==> src/rtl/nexus_dmem_pkg.sv <==
// -----------------------------------------------------------------------------
// nexus_dmem_pkg
// Shared definitions for the data-memory arbiter and its neighbours:
//   - RISC-V load/store funct3 encodings (LB..LHU, SB..SW)
//   - arbiter state encoding (ARB, APB_RESP)
//   - DMEM_BYTES: size of the data memory in bytes
// -----------------------------------------------------------------------------
package nexus_dmem_pkg;

  // Load funct3 encodings
  localparam logic [2:0] F3_LB  = 3'b000;
  localparam logic [2:0] F3_LH  = 3'b001;
  localparam logic [2:0] F3_LW  = 3'b010;
  localparam logic [2:0] F3_LBU = 3'b100;
  localparam logic [2:0] F3_LHU = 3'b101;

  // Store funct3 encodings
  localparam logic [2:0] F3_SB  = 3'b000;
  localparam logic [2:0] F3_SH  = 3'b001;
  localparam logic [2:0] F3_SW  = 3'b010;

  // Data memory size (4 KiB)
  localparam int unsigned DMEM_BYTES = 4096;

  // Arbiter state: ARB = memory free, APB_RESP = APB access issued last cycle
  typedef enum logic {
    ST_ARB      = 1'b0,
    ST_APB_RESP = 1'b1
  } arb_state_e;

endpackage

==> src/rtl/dmem_arbiter.sv <==
// -----------------------------------------------------------------------------
// dmem_arbiter
// Shares the single-port data memory between the core load/store unit and an
// APB slave port (debug/DMA). The core has fixed priority; an APB ACCESS phase
// denied for STARVE_MAX consecutive cycles wins the next arbitration.
// The memory read is 1-cycle synchronous, so completions are reported one cycle
// after the grant: core_done for the core, pready (APB_RESP state) for APB.
//
// Handshakes:
//   core side : core_req is held until core_gnt (combinational). Exactly one
//               cycle after every grant core_done pulses with core_rdata/core_err.
//   APB side  : standard APB; SETUP phase (psel & !penable) is never granted.
//               In ACCESS (psel & penable) pready stays 0 until the cycle after
//               the grant, when pready/prdata/pslverr are presented for one cycle.
//
// Parameters:
//   STARVE_MAX : max consecutive denied APB ACCESS cycles (1..15)
//   MEM_AW     : byte-address width of the memory; paddr >= 2**MEM_AW errors
//
// Ports:
//   clk, rst_n                          clock, async active-low reset
//   core_req/we/addr/wdata/funct3       core request
//   core_gnt/done/rdata/err             core grant and completion
//   psel/penable/pwrite/paddr/pwdata    APB request
//   pready/prdata/pslverr               APB response
//   mem_read_en/write_en/address/
//   mem_write_data/funct3               memory request
//   mem_read_data, mem_misaligned       memory response / misalign flag
//   dbg_state                           current arbiter state
//
// Configuration macro:
//   DMEM_ARB_APB_WRITE_EN : when defined APB writes reach the memory; when
//                           undefined they are granted but suppressed and
//                           answered with pslverr = 1.
// -----------------------------------------------------------------------------
module dmem_arbiter
  import nexus_dmem_pkg::*;
#(
  parameter int unsigned STARVE_MAX = 4,
  parameter int unsigned MEM_AW     = 12
) (
  input  logic        clk,
  input  logic        rst_n,
  // core LSU
  input  logic        core_req,
  input  logic        core_we,
  input  logic [31:0] core_addr,
  input  logic [31:0] core_wdata,
  input  logic [2:0]  core_funct3,
  output logic        core_gnt,
  output logic        core_done,
  output logic [31:0] core_rdata,
  output logic        core_err,
  // APB slave
  input  logic        psel,
  input  logic        penable,
  input  logic        pwrite,
  input  logic [31:0] paddr,
  input  logic [31:0] pwdata,
  output logic        pready,
  output logic [31:0] prdata,
  output logic        pslverr,
  // data memory
  output logic        mem_read_en,
  output logic        mem_write_en,
  output logic [31:0] mem_address,
  output logic [31:0] mem_write_data,
  output logic [2:0]  mem_funct3,
  input  logic [31:0] mem_read_data,
  input  logic        mem_misaligned,
  // debug
  output arb_state_e  dbg_state
);

  localparam logic [3:0]  STARVE_LIM = 4'(STARVE_MAX);
  localparam logic [31:0] APB_LIMIT  = 32'(64'd1 << MEM_AW);

`ifdef DMEM_ARB_APB_WRITE_EN
  localparam logic APB_WR_OK = 1'b1;
`else
  localparam logic APB_WR_OK = 1'b0;
`endif

  arb_state_e  r_state;
  arb_state_e  w_state_nxt;
  logic [3:0]  r_starve_cnt;
  logic [3:0]  w_starve_nxt;

  logic        r_core_done;
  logic        r_core_load;
  logic        r_core_err;
  logic        r_apb_read;
  logic        r_apb_err;

  logic        w_apb_access;
  logic        w_apb_gnt;
  logic        w_core_gnt;
  logic        w_range_err;
  logic        w_apb_err;

  // ---------------------------------------------------------------------------
  // Arbitration
  // ---------------------------------------------------------------------------
  always_comb begin
    w_apb_access = psel & penable;
    w_range_err  = (paddr >= APB_LIMIT);
    // APB only wins from ARB; in APB_RESP the memory is free again but the
    // APB port is still completing, so only the core can use it.
    w_apb_gnt    = (r_state == ST_ARB) && w_apb_access &&
                   (!core_req || (r_starve_cnt == STARVE_LIM));
    w_core_gnt   = core_req && !w_apb_gnt;
  end

  // Error captured at APB grant: misaligned word, out of range, or a write
  // while APB writes are disabled. mem_misaligned is valid here because the
  // memory sees paddr/LW in the APB grant cycle.
  assign w_apb_err = mem_misaligned | w_range_err | (pwrite & ~APB_WR_OK);

  // ---------------------------------------------------------------------------
  // Memory request mux. When idle the core fields pass through (don't-care).
  // ---------------------------------------------------------------------------
  always_comb begin
    mem_read_en    = 1'b0;
    mem_write_en   = 1'b0;
    mem_address    = core_addr;
    mem_write_data = core_wdata;
    mem_funct3     = core_funct3;
    if (w_apb_gnt) begin
      mem_address    = paddr;
      mem_write_data = pwdata;
      mem_funct3     = F3_LW;
      mem_read_en    = !pwrite && !w_range_err;
      mem_write_en   = pwrite && !w_range_err && APB_WR_OK;
    end else if (w_core_gnt) begin
      mem_read_en    = !core_we;
      mem_write_en   = core_we;
    end
  end

  // ---------------------------------------------------------------------------
  // FSM and starvation counter next-state
  // ---------------------------------------------------------------------------
  always_comb begin
    w_state_nxt  = ST_ARB;
    w_starve_nxt = r_starve_cnt;
    if (w_apb_gnt) begin
      w_state_nxt = ST_APB_RESP;
    end
    if (!psel || w_apb_gnt) begin
      w_starve_nxt = 4'd0;
    end else if ((r_state == ST_ARB) && w_apb_access && w_core_gnt &&
                 (r_starve_cnt != STARVE_LIM)) begin
      w_starve_nxt = r_starve_cnt + 4'd1;
    end
  end

  always_ff @(posedge clk or negedge rst_n) begin
    if (!rst_n) begin
      r_state      <= ST_ARB;
      r_starve_cnt <= 4'd0;
      r_core_done  <= 1'b0;
      r_core_load  <= 1'b0;
      r_core_err   <= 1'b0;
      r_apb_read   <= 1'b0;
      r_apb_err    <= 1'b0;
    end else begin
      r_state      <= w_state_nxt;
      r_starve_cnt <= w_starve_nxt;
      r_core_done  <= w_core_gnt;
      r_core_load  <= w_core_gnt & ~core_we;
      r_core_err   <= w_core_gnt & mem_misaligned;
      if (w_apb_gnt) begin
        r_apb_read <= ~pwrite;
        r_apb_err  <= w_apb_err;
      end
    end
  end

  // ---------------------------------------------------------------------------
  // Outputs
  // ---------------------------------------------------------------------------
  always_comb begin
    core_gnt   = w_core_gnt;
    core_done  = r_core_done;
    core_err   = r_core_err;
    core_rdata = r_core_load ? mem_read_data : 32'h0;
    pready     = (r_state == ST_APB_RESP);
    pslverr    = pready & r_apb_err;
    prdata     = (pready && r_apb_read && !r_apb_err) ? mem_read_data : 32'h0;
    dbg_state  = r_state;
  end

endmodule

==> config.mk <==
export PLATFORM = sky130hd
export DESIGN_NAME = dmem_arbiter
export DESIGN_NICKNAME = d
export VERILOG_FILES = /design/src/rtl/nexus_dmem_pkg.sv /design/src/rtl/dmem_arbiter.sv
export SDC_FILE = /design/constraint.sdc
export NUM_CORES = 1
export LEC_CHECK = 0
export CAP_MARGIN = 20
export CORE_AREA = 2 2 120 122
export DETAILED_ROUTE_END_ITERATION = 10
export DIE_AREA = 0 0 122 124
export HOLD_SLACK_MARGIN = 0.03
export MAX_ROUTING_LAYER = met4
export PLACE_DENSITY_LB_ADDON = 0.15
export SETUP_SLACK_MARGIN = 0.02
export SLEW_MARGIN = 30
export SYNTH_ARGS = -nofsm -noshare
export SYNTH_HDL_FRONTEND = slang
export SYNTH_SLANG_ARGS = --single-unit
export TNS_END_PERCENT = 100
==> constraint.sdc <==
create_clock -name clk -period 4.8 [get_ports clk]
set_input_delay 1.44 -clock clk [delete_from_list [all_inputs] [get_ports clk]]
set_output_delay 1.44 -clock clk [all_outputs]
set_load 0.02 [all_outputs]
# [Yosys cells after proc, flatten, opt, wreduce, memory -nomap -nowiden]
# Index checks and enable logic that the tools add are counted.
[word_totals] out_inout_bits=139 wordCells=50 in_bits=171 ff_bits=10
[classes] n_reduce_logical=18 eq_ne=2 add_sub_neg=1 bitwise=9 n_mux=12 order_cmp=1
[op_table] operator="$mux 32" n=4
[op_table] operator="$ge 32x13->1 const B" n=1
[op_table] operator="$logic_and 1x1->1" n=8
[op_table] operator="$mux 4" n=2
[op_table] operator="$logic_not 1->1" n=7
[op_table] operator="$mux 1" n=5
[op_table] operator="$add 4x1->4 const B" n=1
[op_table] operator="$and 1x1->1" n=4
[op_table] operator="$eq 4x3->1 const B" n=1
[op_table] operator="$ne 4x3->1 const B" n=1
[op_table] operator="$mux 3" n=1
[op_table] operator="$not 1->1" n=3
[op_table] operator="$logic_or 1x1->1" n=2
[op_table] operator="$or 1x1->1" n=2
[op_table] operator="$reduce_bool 2->1" n=1

# [Logic depth before layout (Yosys ltp)]
[depth] word_depth=9 mapped_depth=8

# [Worst setup path before layout]
# Ideal clock, no wire load.
[synth_path] path_type="input -> output" startpoint="input port penable" endpoint="output port mem_address[30]" slack_ns=0.830 t_arrival_ns=2.530 n_path_buf=2 t_required_ns=3.360 cell_stages=5 path_cell_list="nand2b_1 > a211oi_2 > buf_6 > buf_6 > mux2_1"
[synth_via] elab_chain_len=4
[synth_lines] item="start: declaration" line_no="dmem_arbiter.sv:56" source="input logic penable,"
[synth_lines] item="$and 1x1->1" line_no="dmem_arbiter.sv:105" source="w_apb_access = psel & penable;"
[synth_lines] item="$logic_and 1x1->1 (2 in a row)" line_no="dmem_arbiter.sv:109" source="w_apb_gnt = (r_state == ST_ARB) && w_apb_access &&"
[synth_lines] item="via w_apb_gnt" line_no="dmem_arbiter.sv:96" source="logic w_apb_gnt;"
[synth_lines] item="$mux 32" line_no="dmem_arbiter.sv:128" source="if (w_apb_gnt) begin"
[synth_lines] item="end: declaration" line_no="dmem_arbiter.sv:66" source="output logic [31:0] mem_address,"
# The timed path passes the listed nets, and every way through them passes these cells.

# [Worst setup path in the final report]
[layout_path] startpoint="input port psel" endpoint="output port mem_write_data[1]"
[layout_via] elab_chain_len=4
[layout_lines] item="start: declaration" line_no="dmem_arbiter.sv:55" source="input logic psel,"
[layout_lines] item="$and 1x1->1" line_no="dmem_arbiter.sv:105"
[layout_lines] item="$logic_and 1x1->1 (2 in a row)" line_no="dmem_arbiter.sv:109"
[layout_lines] item="$mux 32" line_no="dmem_arbiter.sv:128"
[layout_lines] item="end: declaration" line_no="dmem_arbiter.sv:67" source="output logic [31:0] mem_write_data,"
# Every way passes these cells.

==> flow_summary.ini <==
[synth]
synth_area_per_cell_um2 = 10.3
syn-num-nets = 375
synth_area_um2 = 2070
synth_fa_ha_area_share_pct = 1.21
synth-xor-area-share_pct = 0
synthMuxAreaShare_pct = 46.1
synth_compound_area_share_pct = 3.32
synth_seq_cells = 10
ys_seq_area_share_pct = 12.1
yosysWarnings = 0
synth_top_family_by_area = multiplexers
yosysUniqueCellTypes = 29
synthCells = 202
yosys.area_share.simple_pct = 27.9

[worst_setup_path]
worstPathArrival_ns = 3.32
worst-path-max-fanout = 15
worstSetupEndpointType = primary output
crit_type = primary input to primary output
cp-start-kind = primary input
critPathRequiredTime_ns = 3.36

[die]
core_area_um2 = 13700
die_height_um = 124
initial_utilization_pct = 15.1
rows = 43
die_area_um2 = 15100
dieWidth_um = 122
io_pins = 310

[final_layout]
num_antenna_cells = 0
final_layout_size_suffix_gt1_share_pct = 21.1
post-route-util_pct = 40.1
finalNetCount = 702
area_delta_synth_final_pct = 165
fillers = 1381

[clock_network]
clk_latency_ns = 0.23
clock_path_buffers = 2
clkSlewWorstSetupHoldPaths_ns = 0.04
cts_tree = yes
clock_sinks = 10
cts_max_level = 1
clockRootBuffer = clkbuf_16
cts_inserted_buffers = 3

[hold_path]
min_path_type = register to register

[timing]
rsz0062_at_grt = yes
fmaxAchievable_mhz = 210
setup_ws_ns = 0.0419
period_needed_ns = 4.76
finalHoldWorstSlack_ns = 0.491
fin_skew_ns = 0.00152
tns_ns = 0
worstMarginPinSlew_ns = 0.756
hold_viol = 0
slew_headroom_pct = 49.6
drv_slew = 0
setup_violations = 0
timing.final.crit_share_pct = 99.1

[flow_run]
cap_violations = 0

[global_route]
grt_use_total_pct = 12.9
antenna_found_initial = 0
grt_max_degree = 33
grt_pass1_wl_um = 14800
first_global_vias = 2700
grt_overflow_total = 0

[detailed_routing]
vias = 2750
drt-initial-drc-count = 41
drc = 0
drt-total-wl_um = 10900
wl_per_cell_um = 15.5
viasPerCell = 3.89
drtAntennaViolNets = 0
dr.pass1.iters = 4

[pwr]
power.leakage_nw = 2.31
power.total_mw = 0.661
ir_drop_mv = 0.0860
p_per_area_nw_per_um2 = 120

[placed_design]
post-dp-hpwl_um = 9940
gp_congestion = 0.776
dpl_worst_slack_ns = -0.567
numPortBuffers = 309

[outcome]
outcome = complete, no violations
==> synthesized netlist by cell type <==
| library cell | count | area, µm² |
|---|---|---|
| mux2_2 | 4 | 45.0 |
| nor3_1 | 1 | 5.00 |
| o32ai_1 | 1 | 8.76 |
| or2_2 | 1 | 6.26 |
| clkbuf_1 | 6 | 22.5 |
| nor4_1 | 4 | 25.0 |
| nand2b_1 | 2 | 12.5 |
| buf_4 | 1 | 7.51 |
| o2bb2ai_1 | 1 | 8.76 |
| nand3b_4 | 1 | 20.0 |
| inv_1 | 6 | 22.5 |
| buf_6 | 2 | 22.5 |
| a211oi_2 | 1 | 12.5 |
| nor2b_1 | 3 | 18.8 |
| a21oi_1 | 3 | 15.0 |
| nand3_1 | 4 | 20.0 |
| nand4_1 | 1 | 6.26 |
| ha_1 | 2 | 25.0 |
| nor2_1 | 6 | 22.5 |
| or4_1 | 1 | 7.51 |
| a31oi_1 | 1 | 6.26 |
| mux2_1 | 1 | 11.3 |
| dfrtp_1 | 10 | 250 |
| buf_12 | 6 | 120 |
| nand2_1 | 4 | 15.0 |
| mux2_4 | 60 | 901 |
| o41ai_1 | 1 | 8.76 |
| and2_1 | 67 | 419 |
| a31o_2 | 1 | 8.76 |
==> repair_timing <==
| item | 4_1_cts | 5_1_grt |
|---|---|---|
| setup buffers | 1 | 1 |
| hold buffers | 0 | 0 |
| pin swaps | 1 | 2 |
| endpoints found under the setup margin | 67 | 57 |
| resized for setup | 74 | 42 |
==> through the flow <==
step                      cells  area (µm²)
after floorplan             202        2070
after global placement      702        5470
after detailed placement    702        5470
after CTS                   706        5500
after global routing        707        5500
final                       707        5500
==> state kept, by name, summed over array words and instances, names as in the netlist <==
register      count
r_starve_cnt      4
core_done         1
core_err          1
dbg_state         1
r_apb_err         1
r_apb_read        1
r_core_load       1
==> metal layers <==
layer	part of all wire, %	up-vias	global-route usage (%)
li1	-	1345	-
met1	36	1225	13.9
met2	55	178	25.6
met3	8.9	2	1.92
met4	0.25	0	1.51
met5	0	-	-
==> report_power, final <==
part           leakage, nW  total [mW]  switching, mW  internal [mW]
logic                 2.15       0.424          0.161          0.263
registers            0.126      0.0945        0.00575         0.0888
clock network       0.0370       0.142         0.0346          0.108
total                 2.31       0.661          0.201          0.460
==> cell families (layout without fill, tap and decap cells) <==
group	Yosys count	in the layout
and+or+nand+nor	95	95
muxes	65	65
buffers and inverters	21	346
DFF	10	10
AOI/OAI and AO/OA	9	9
adders and majority gates	2	2
==> final cells by class <==
class                   count  area (µm²)  share of cell area [%]
multi-input cells         171        1660                    30.2
flip-flops and latches     10         250                    4.55
clock buffers               3        75.1                    1.37
well taps                 180         225                    4.10
inverters                   6        22.5                   0.410
repair buffers            337        3270                    59.4
==> layout by cell type, fill, tap and decap left out, types with 3 or more instances in the layout <==
master	netlist	final
clkdlybuf4s50_1	0	240
buf_4	1	25
buf_12	6	4
nor2b_1	3	3
dfrtp_1	10	10
mux2_4	60	60
clkbuf_2	0	9
nand2_1	4	4
dlygate4sd2_1	0	35
nor2_1	6	6
a21oi_1	3	3
and2_1	67	67
mux2_2	4	4
clkdlybuf4s15_1	0	22
inv_1	6	6
clkbuf_16	0	3
nand3_1	4	4
==> critical path: stages <==
cell and delay [ns]:
clkdlybuf4s50_1 0.49, inv_1 0.08, a211oi_4 0.28, buf_12 0.19, buf_12 0.18, mux2_4 0.32
dlygate4sd2_1 0.32
==> path summary, 6_finish.rpt <==
kind	start	endpoint	slack, ns	depth (start not counted)
min in group asynchronous	rst_n	core_done	1.54	1
min	r_starve_cnt[3]	r_starve_cnt[3]	0.49	1
min reg2reg	r_starve_cnt[3]	r_starve_cnt[3]	0.49	1
max in group asynchronous	rst_n	r_starve_cnt[0]	2.94	1
max	psel	mem_write_data[1]	0.04	7
max reg2reg	r_starve_cnt[0]	r_core_load	2.95	9
Power figures use the tool's default switching activity.
